`config.mk`:
```
export PLATFORM = sky130hd
export DESIGN_NAME = qam16_demodulator
export DESIGN_NICKNAME = d
export VERILOG_FILES = /design/src/rtl/qam16_pkg.sv /design/src/rtl/qam16_demodulator_p2s.sv /design/src/rtl/qam16_demodulator.sv
export SDC_FILE = /design/constraint.sdc
export NUM_CORES = 2
export LEC_CHECK = 0
export ABC_AREA = 1
export CAP_MARGIN = 20
export CORE_UTILIZATION = 45
export DETAILED_ROUTE_END_ITERATION = 7
export PLACE_DENSITY = 0.67
export SYNTH_ARGS = -nofsm -noshare
export SYNTH_HDL_FRONTEND = slang
export SYNTH_SLANG_ARGS = --single-unit
```
`constraint.sdc`:
```
create_clock -name clk -period 2.2 [get_ports clk]
set_clock_uncertainty 0.1 [all_clocks]
set_input_delay 0.44 -clock clk [delete_from_list [all_inputs] [get_ports clk]]
set_output_delay 0.44 -clock clk [all_outputs]
set_load 0.01 [all_outputs]
```
`src/rtl/qam16_pkg.sv`:
```
// rtl/qam16_pkg.sv - shared widths, Gray level codes, FSM states and the per-axis slicer
//
// Purpose: constants and types common to the QAM16 demodulator and its shifter.
// Ports: none (package).

package qam16_pkg;

  localparam int SAMPLE_W = 20;  // received passband sample width
  localparam int LO_W     = 16;  // local-oscillator sine/cosine width
  localparam int PROD_W   = 36;  // full-precision sample * LO product width
  localparam int DEC_W    = 16;  // saturated decision width
  localparam int SYM_W    = 4;   // bits per QAM16 symbol

  // Gray-coded amplitude levels: adjacent levels differ in one bit.
  localparam logic [1:0] LVL_M3 = 2'b00;
  localparam logic [1:0] LVL_M1 = 2'b01;
  localparam logic [1:0] LVL_P1 = 2'b11;
  localparam logic [1:0] LVL_P3 = 2'b10;

  typedef enum logic {
    IDLE  = 1'b0,
    INTEG = 1'b1
  } state_e;

  // Map one axis decision onto its Gray level; th is the outer threshold.
  function automatic logic [1:0] slice_axis(input logic signed [DEC_W-1:0] d,
                                            input logic signed [DEC_W-1:0] th);
    logic [1:0] lvl;
    if (d < -th) begin
      lvl = LVL_M3;
    end else if (d[DEC_W-1]) begin
      lvl = LVL_M1;
    end else if (d < th) begin
      lvl = LVL_P1;
    end else begin
      lvl = LVL_P3;
    end
    return lvl;
  endfunction

endpackage

```
`src/rtl/qam16_demodulator_p2s.sv`:
```
// rtl/qam16_demodulator_p2s.sv - 4-bit parallel-to-serial shifter for decided symbols
//
// Purpose: loads a symbol and emits it MSB first over four cycles with bit_flag high.
// Ports:
//   clk        in   system clock, rising edge
//   rst        in   asynchronous active-low reset
//   load       in   one-cycle load strobe
//   data       in   [3:0] symbol to serialize
//   serial_out out  current serial bit (0 when idle)
//   bit_flag   out  high while serial_out carries a valid bit

module parallel_2_serial
  import qam16_pkg::*;
(
  input  logic             clk,
  input  logic             rst,
  input  logic             load,
  input  logic [SYM_W-1:0] data,
  output logic             serial_out,
  output logic             bit_flag
);

  logic [SYM_W-2:0] shreg_q, shreg_d;  // bits still to be sent, next one at the top
  logic [1:0]       left_q, left_d;    // number of bits still held in shreg_q
  logic             out_q, out_d;
  logic             flag_q, flag_d;

  always_comb begin
    shreg_d = shreg_q;
    left_d  = left_q;
    out_d   = 1'b0;
    flag_d  = 1'b0;
    if (load) begin
      out_d   = data[SYM_W-1];
      flag_d  = 1'b1;
      shreg_d = data[SYM_W-2:0];
      left_d  = 2'd3;
    end else if (left_q != 2'd0) begin
      out_d   = shreg_q[SYM_W-2];
      flag_d  = 1'b1;
      shreg_d = {shreg_q[SYM_W-3:0], 1'b0};
      left_d  = left_q - 2'd1;
    end
  end

  always_ff @(posedge clk or negedge rst) begin
    if (!rst) begin
      shreg_q <= '0;
      left_q  <= '0;
      out_q   <= 1'b0;
      flag_q  <= 1'b0;
    end else begin
      shreg_q <= shreg_d;
      left_q  <= left_d;
      out_q   <= out_d;
      flag_q  <= flag_d;
    end
  end

  assign serial_out = out_q;
  assign bit_flag   = flag_q;

endmodule

```
`src/rtl/qam16_demodulator.sv`:
```
// rtl/qam16_demodulator.sv - coherent QAM16 integrate-and-dump demodulator with serial output
//
// Purpose: mixes each sample with the LO, integrates SPS products per axis, slices the
// scaled sums into Gray levels and serializes the resulting 4-bit symbol.
// Ports:
//   clk         in   system clock, rising edge
//   rst         in   asynchronous active-low reset
//   start       in   high = demodulate, low = abort and idle
//   mixed_input in   [19:0] signed passband sample, one per clk
//   sin, cos    in   [15:0] signed coherent LO
//   sym_data    out  [3:0] decided symbol, {I pair, Q pair}, held between strobes
//   sym_valid   out  one-cycle strobe qualifying sym_data
//   serial_out  out  serialized symbol bit, MSB first
//   bit_flag    out  high while serial_out is valid

module qam16_demodulator
  import qam16_pkg::*;
#(
  parameter int                SPS   = 32,
  parameter int                SHIFT = 20,
  parameter logic signed [15:0] TH   = 16'sd2048
) (
  input  logic                       clk,
  input  logic                       rst,
  input  logic                       start,
  input  logic signed [SAMPLE_W-1:0] mixed_input,
  input  logic signed [LO_W-1:0]     sin,
  input  logic signed [LO_W-1:0]     cos,
  output logic        [SYM_W-1:0]    sym_data,
  output logic                       sym_valid,
  output logic                       serial_out,
  output logic                       bit_flag
);

  localparam int CNT_W = $clog2(SPS);
  localparam int ACC_W = PROD_W + CNT_W + 1;  // SPS full-scale products cannot wrap

  localparam logic signed [ACC_W-1:0] SAT_MAX = ACC_W'(32767);
  localparam logic signed [ACC_W-1:0] SAT_MIN = -(ACC_W'(32768));

  state_e                    state_q, state_d;
  logic        [CNT_W-1:0]   cnt_q, cnt_d;
  logic signed [PROD_W-1:0]  prod_i_q, prod_i_d, prod_q_q, prod_q_d;
  logic                      last_q, last_d;     // product register holds a symbol's final sample
  logic signed [ACC_W-1:0]   acc_i_q, acc_i_d, acc_q_q, acc_q_d;
  logic signed [ACC_W-1:0]   hold_i_q, hold_i_d, hold_q_q, hold_q_d;
  logic                      dump_q, dump_d;     // hold registers were just loaded
  logic        [SYM_W-1:0]   sym_data_q, sym_data_d;
  logic                      sym_valid_q;

  logic                      run;
  logic signed [PROD_W-1:0]  mix_x, cos_x, sin_x;
  logic signed [ACC_W-1:0]   sum_i, sum_q;
  logic signed [ACC_W-1:0]   shr_i, shr_q;
  logic signed [DEC_W-1:0]   dec_i, dec_q;

  function automatic logic signed [DEC_W-1:0] sat16(input logic signed [ACC_W-1:0] v);
    logic signed [DEC_W-1:0] r;
    if (v > SAT_MAX) begin
      r = 16'sh7fff;
    end else if (v < SAT_MIN) begin
      r = 16'sh8000;
    end else begin
      r = v[DEC_W-1:0];
    end
    return r;
  endfunction

  // Operands are sign-extended to the product width so the multiply is exact.
  assign mix_x = {{(PROD_W-SAMPLE_W){mixed_input[SAMPLE_W-1]}}, mixed_input};
  assign cos_x = {{(PROD_W-LO_W){cos[LO_W-1]}}, cos};
  assign sin_x = {{(PROD_W-LO_W){sin[LO_W-1]}}, sin};

  assign sum_i = acc_i_q + {{(ACC_W-PROD_W){prod_i_q[PROD_W-1]}}, prod_i_q};
  assign sum_q = acc_q_q + {{(ACC_W-PROD_W){prod_q_q[PROD_W-1]}}, prod_q_q};

  always_comb begin
    state_d = state_q;
    case (state_q)
      IDLE:    if (start)  state_d = INTEG;
      INTEG:   if (!start) state_d = IDLE;
      default: state_d = IDLE;
    endcase
  end

  // A sample is taken on every edge that sees start high, so the first edge after
  // start rises captures sample 0. Leaving INTEG clears the partial symbol.
  assign run = (state_d == INTEG);

  always_comb begin
    cnt_d    = '0;
    prod_i_d = '0;
    prod_q_d = '0;
    last_d   = 1'b0;
    acc_i_d  = '0;
    acc_q_d  = '0;
    if (run) begin
      cnt_d    = cnt_q + CNT_W'(1);
      prod_i_d = mix_x * cos_x;
      prod_q_d = mix_x * sin_x;
      last_d   = (cnt_q == CNT_W'(SPS - 1));
      // On the dump edge the accumulator restarts empty; the next symbol's first
      // product is already registered and is added on the following edge.
      acc_i_d  = last_q ? '0 : sum_i;
      acc_q_d  = last_q ? '0 : sum_q;
    end
  end

  // A complete symbol is dumped even if start falls on the same edge: all of its
  // samples were already captured, so it is not a mid-symbol abort.
  always_comb begin
    hold_i_d = hold_i_q;
    hold_q_d = hold_q_q;
    dump_d   = 1'b0;
    if (last_q) begin
      hold_i_d = sum_i;
      hold_q_d = sum_q;
      dump_d   = 1'b1;
    end
  end

  assign shr_i = hold_i_q >>> SHIFT;
  assign shr_q = hold_q_q >>> SHIFT;
  assign dec_i = sat16(shr_i);
  assign dec_q = sat16(shr_q);

  always_comb begin
    sym_data_d = sym_data_q;
    if (dump_q) begin
      sym_data_d = {slice_axis(dec_i, TH), slice_axis(dec_q, TH)};
    end
  end

  always_ff @(posedge clk or negedge rst) begin
    if (!rst) begin
      state_q     <= IDLE;
      cnt_q       <= '0;
      prod_i_q    <= '0;
      prod_q_q    <= '0;
      last_q      <= 1'b0;
      acc_i_q     <= '0;
      acc_q_q     <= '0;
      hold_i_q    <= '0;
      hold_q_q    <= '0;
      dump_q      <= 1'b0;
      sym_data_q  <= '0;
      sym_valid_q <= 1'b0;
    end else begin
      state_q     <= state_d;
      cnt_q       <= cnt_d;
      prod_i_q    <= prod_i_d;
      prod_q_q    <= prod_q_d;
      last_q      <= last_d;
      acc_i_q     <= acc_i_d;
      acc_q_q     <= acc_q_d;
      hold_i_q    <= hold_i_d;
      hold_q_q    <= hold_q_d;
      dump_q      <= dump_d;
      sym_data_q  <= sym_data_d;
      sym_valid_q <= dump_q;
    end
  end

  assign sym_data  = sym_data_q;
  assign sym_valid = sym_valid_q;

  parallel_2_serial u_p2s (
    .clk        (clk),
    .rst        (rst),
    .load       (sym_valid_q),
    .data       (sym_data_q),
    .serial_out (serial_out),
    .bit_flag   (bit_flag)
  );

endmodule

```
==> results.sh <==
export IMPL_ys_warn_count=0
export IMPL_drcViolationCount=0
export IMPL_core_area_mm2=0.0841
export IMPL_cp_slowest_cell="fa_1"
export IMPL_area_growth_pct=38.6
export IMPL_violations="setup timing"
export IMPL_drtIter0Drc=2682
export IMPL_max_stage_delay_ps=590
export IMPL_final_cell_area_mm2=0.0532
export IMPL_dr_pass1_iters=5
export IMPL_finalSetupViolCount=71
export IMPL_grt_pass1_vias=37000
export IMPL_maxCapViolCount=0
export IMPL_clk_pin_slew_worst_paths_ps=70
export IMPL_dr_wl_met3_um=9850
export IMPL_async_reset_ff_share_pct=100
export IMPL_n_antenna_cell=0
export IMPL_crit_path_start_kind="primary input"
export IMPL_path_cells="clkdlybuf4s15_2, clkinv_4, nor2_1, fa_1, fa_1, fa_1, fa_1, fa_1, inv_1, fa_1, inv_2, ha_4, buf_6, nand2_8, nor2_4, inv_2, nor3_4, nand2_1, nand2_2, nand3_2, nand3_2, nand2_1, nor2_2"
export IMPL_critPathRequiredTime_ps=2500
export IMPL_drive_gt1_share_pct=30.4
export IMPL_vias=36200
export IMPL_cpLargestDelayFamily="adder cells"
export IMPL_grt_max_degree=67
export IMPL_numPortBuffers=61
export IMPL_period_needed_ps=5360
export IMPL_wl_met1_um=52400
export IMPL_slew_headroom_pct=58.8
export IMPL_start_util_pct=45.7
export IMPL_arrival_ps=5660
export IMPL_wl_per_cell_um=17.6
export IMPL_grt_overflow_total=0
export IMPL_finish_utilization_pct=63.3
export IMPL_cts_sinks=197
export IMPL_rsz0062_at_grt="yes"
export IMPL_synthDistinctLibCells=40
export IMPL_worst_slack_ps=-3160
export IMPL_cp_common_cell="fa_1"
export IMPL_finalCritPeriodShare_pct=244
export IMPL_dieArea_mm2=0.0865
export IMPL_avgSynthCellArea_um2=7.12
export IMPL_seq_area_frac_synth_pct=12.8
export IMPL_die_w_um=294
export IMPL_path_buf_inv=6
export IMPL_syn_cell_area_mm2=0.0384
export IMPL_worst_setup_path_type="in -> reg"
export IMPL_min_path_type="in -> async"
export IMPL_synthCells=5394
export IMPL_cts_tree="yes"
export IMPL_cts_buffer_depth=2
export IMPL_outcome="finished with violations"
export IMPL_cts_made_buffers=17
export IMPL_dp_hpwl_um=90700
export IMPL_finalHoldViolCount=0
export IMPL_synth_top_area_share_pct=33.2
export IMPL_synthTopCellsByArea="fa_1, nand2_1, inv_1"
export IMPL_synth_main_ff_cell="dfrtp_1"
export IMPL_gp_congestion=0.959
export IMPL_pin_count=62
export IMPL_path_max_fanout=8
export IMPL_top_layer="met4"
export IMPL_cp_end_kind="flip-flop"
export IMPL_track_usage_pct=28.6
export IMPL_placed_cell_area_mm2=0.0460
export IMPL_synth_edff_count=0
export IMPL_whs_ps=362
export IMPL_wl_met2_um=59000
export IMPL_syn_nets=6354
export IMPL_wirelength_um=127000
export IMPL_drv_slew=0
export IMPL_vias_per_cell=5.01
export IMPL_antenna_found_initial=0
export IMPL_synth_top_area_cell="fa_1"
export IMPL_ys_seq_elements=197
export IMPL_tightest_slew_ps=617
export IMPL_clock_latency_ps=470
export IMPL_fin_nets=7041
export IMPL_antenna_left=0
export IMPL_grt_pass1_wl_um=194000
export IMPL_die_h_um=294
export IMPL_fmax_mhz=187
export IMPL_cts_root_buf="clkbuf_16"
export IMPL_h_tree_depth=4
export IMPL_rows=106
## state kept, by name, indices dropped and copies added (netlist names)
register and flops:
acc_i_q 42, acc_q_q 42, prod_i_q 36, prod_q_q 36, hold_i_q 11, hold_q_q 11, cnt_q 5, sym_data 4
u_p2s.shreg_q 3, u_p2s.left_q 2, dump_q 1, last_q 1, sym_valid 1, u_p2s.bit_flag 1, u_p2s.serial_out 1
## synthesized netlist by cell type, drive strengths merged, types with 8 or more instances
library cell     n
nand3          150
dfrtp          197
fa             638
inv           1455
nor3            17
nor2           408
clkbuf         140
nand3b          28
ha             267
nand4           28
nand2         1691
xnor2           15
o21bai          13
a21oi          188
o21ai          108
a21o             8
## per-layer routing
| metal | vias up | track usage [%] |
|---|---|---|
| met5 | - | 0 |
| met4 | 0 | 10.5 |
| met3 | 449 | 4.23 |
| met2 | 1402 | 46.9 |
| met1 | 17400 | 38.2 |
| li1 | 17000 | - |
## logic make-up (layout without fill, tap and decap cells)
| kind of cell | Yosys count | count (layout) | synth area share, % |
|---|---|---|---|
| and+or+nand+nor | 2336 | 2336 | 24.5 |
| buffers and inverters | 1605 | 2305 | 15.7 |
| adders and majority gates | 905 | 905 | 41.9 |
| AOI/OAI and AO/OA | 329 | 329 | 4.54 |
| DFF | 197 | 197 | 12.8 |
| xor gates and xnor gates | 22 | 22 | 0.521 |
## timing repair
action	4_1_cts	5_1_grt
setup buffers	180	78
endpoints found under the setup margin	100	141
hold buffers	1	0
gates cloned	31	1
endpoints found under the hold margin	32	0
pin swaps	402	396
resized for setup	886	504
## cells in the final DEF (no fill, tap or decap), types with 102 or more instances in the layout
cell        n
nand2_1  1446
inv_1    1252
fa_1      541
buf_4     473
nor2_1    250
inv_2     194
dfrtp_1   193
ha_1      159
buf_6     156
nand2_2   146
nor2_2    107
a21oi_1   106
nand3_1   105
buf_12    102
## stage by stage
stage,TNS (ps),std cells,worst slack [ps]
floorplan,-160280,5394,-2990
global placement,-225010,6928,-3920
detailed placement,-228140,6928,-3970
CTS,-165460,7166,-2990
global route,-184060,7228,-3300
finish,-171760,7228,-3160
## area by class of cell
| type | instances | area, µm² |
|---|---|---|
| Sequential cell | 197 | 4930 |
| Timing Repair Buffer | 814 | 8830 |
| Tap cell | 1134 | 1420 |
| Clock buffer | 18 | 439 |
| Fill cell | 6837 | 30900 |
| Multi-Input combinational cell | 3592 | 31900 |
| Inverter | 1459 | 5510 |
| Clock inverter | 14 | 161 |
## worst reg2reg max path, delay by kind of cell (launching register included)
kind          cells  cell delay (ps)
simple gates      9              990
flops             1              510
fa+ha+maj         1              330
buf+inv           1              200
## path summary, 6_finish.rpt
path | start | to | slack, ps | depth (start not counted)
max | cos[15] | prod_i_q[34] | -3160 | 23
min | rst | acc_q_q[40] | 360 | 2
max reg2reg | prod_q_q[35] | hold_q_q[39] | -30 | 11
min reg2reg | cnt_q[0] | cnt_q[0] | 380 | 1
max in group asynchronous | rst | prod_i_q[29] | 1040 | 3
min in group clk | start | cnt_q[1] | 380 | 4
Power is not shown: default switching activity piles up to over one toggle a cycle in this logic, so the estimate is an artifact.
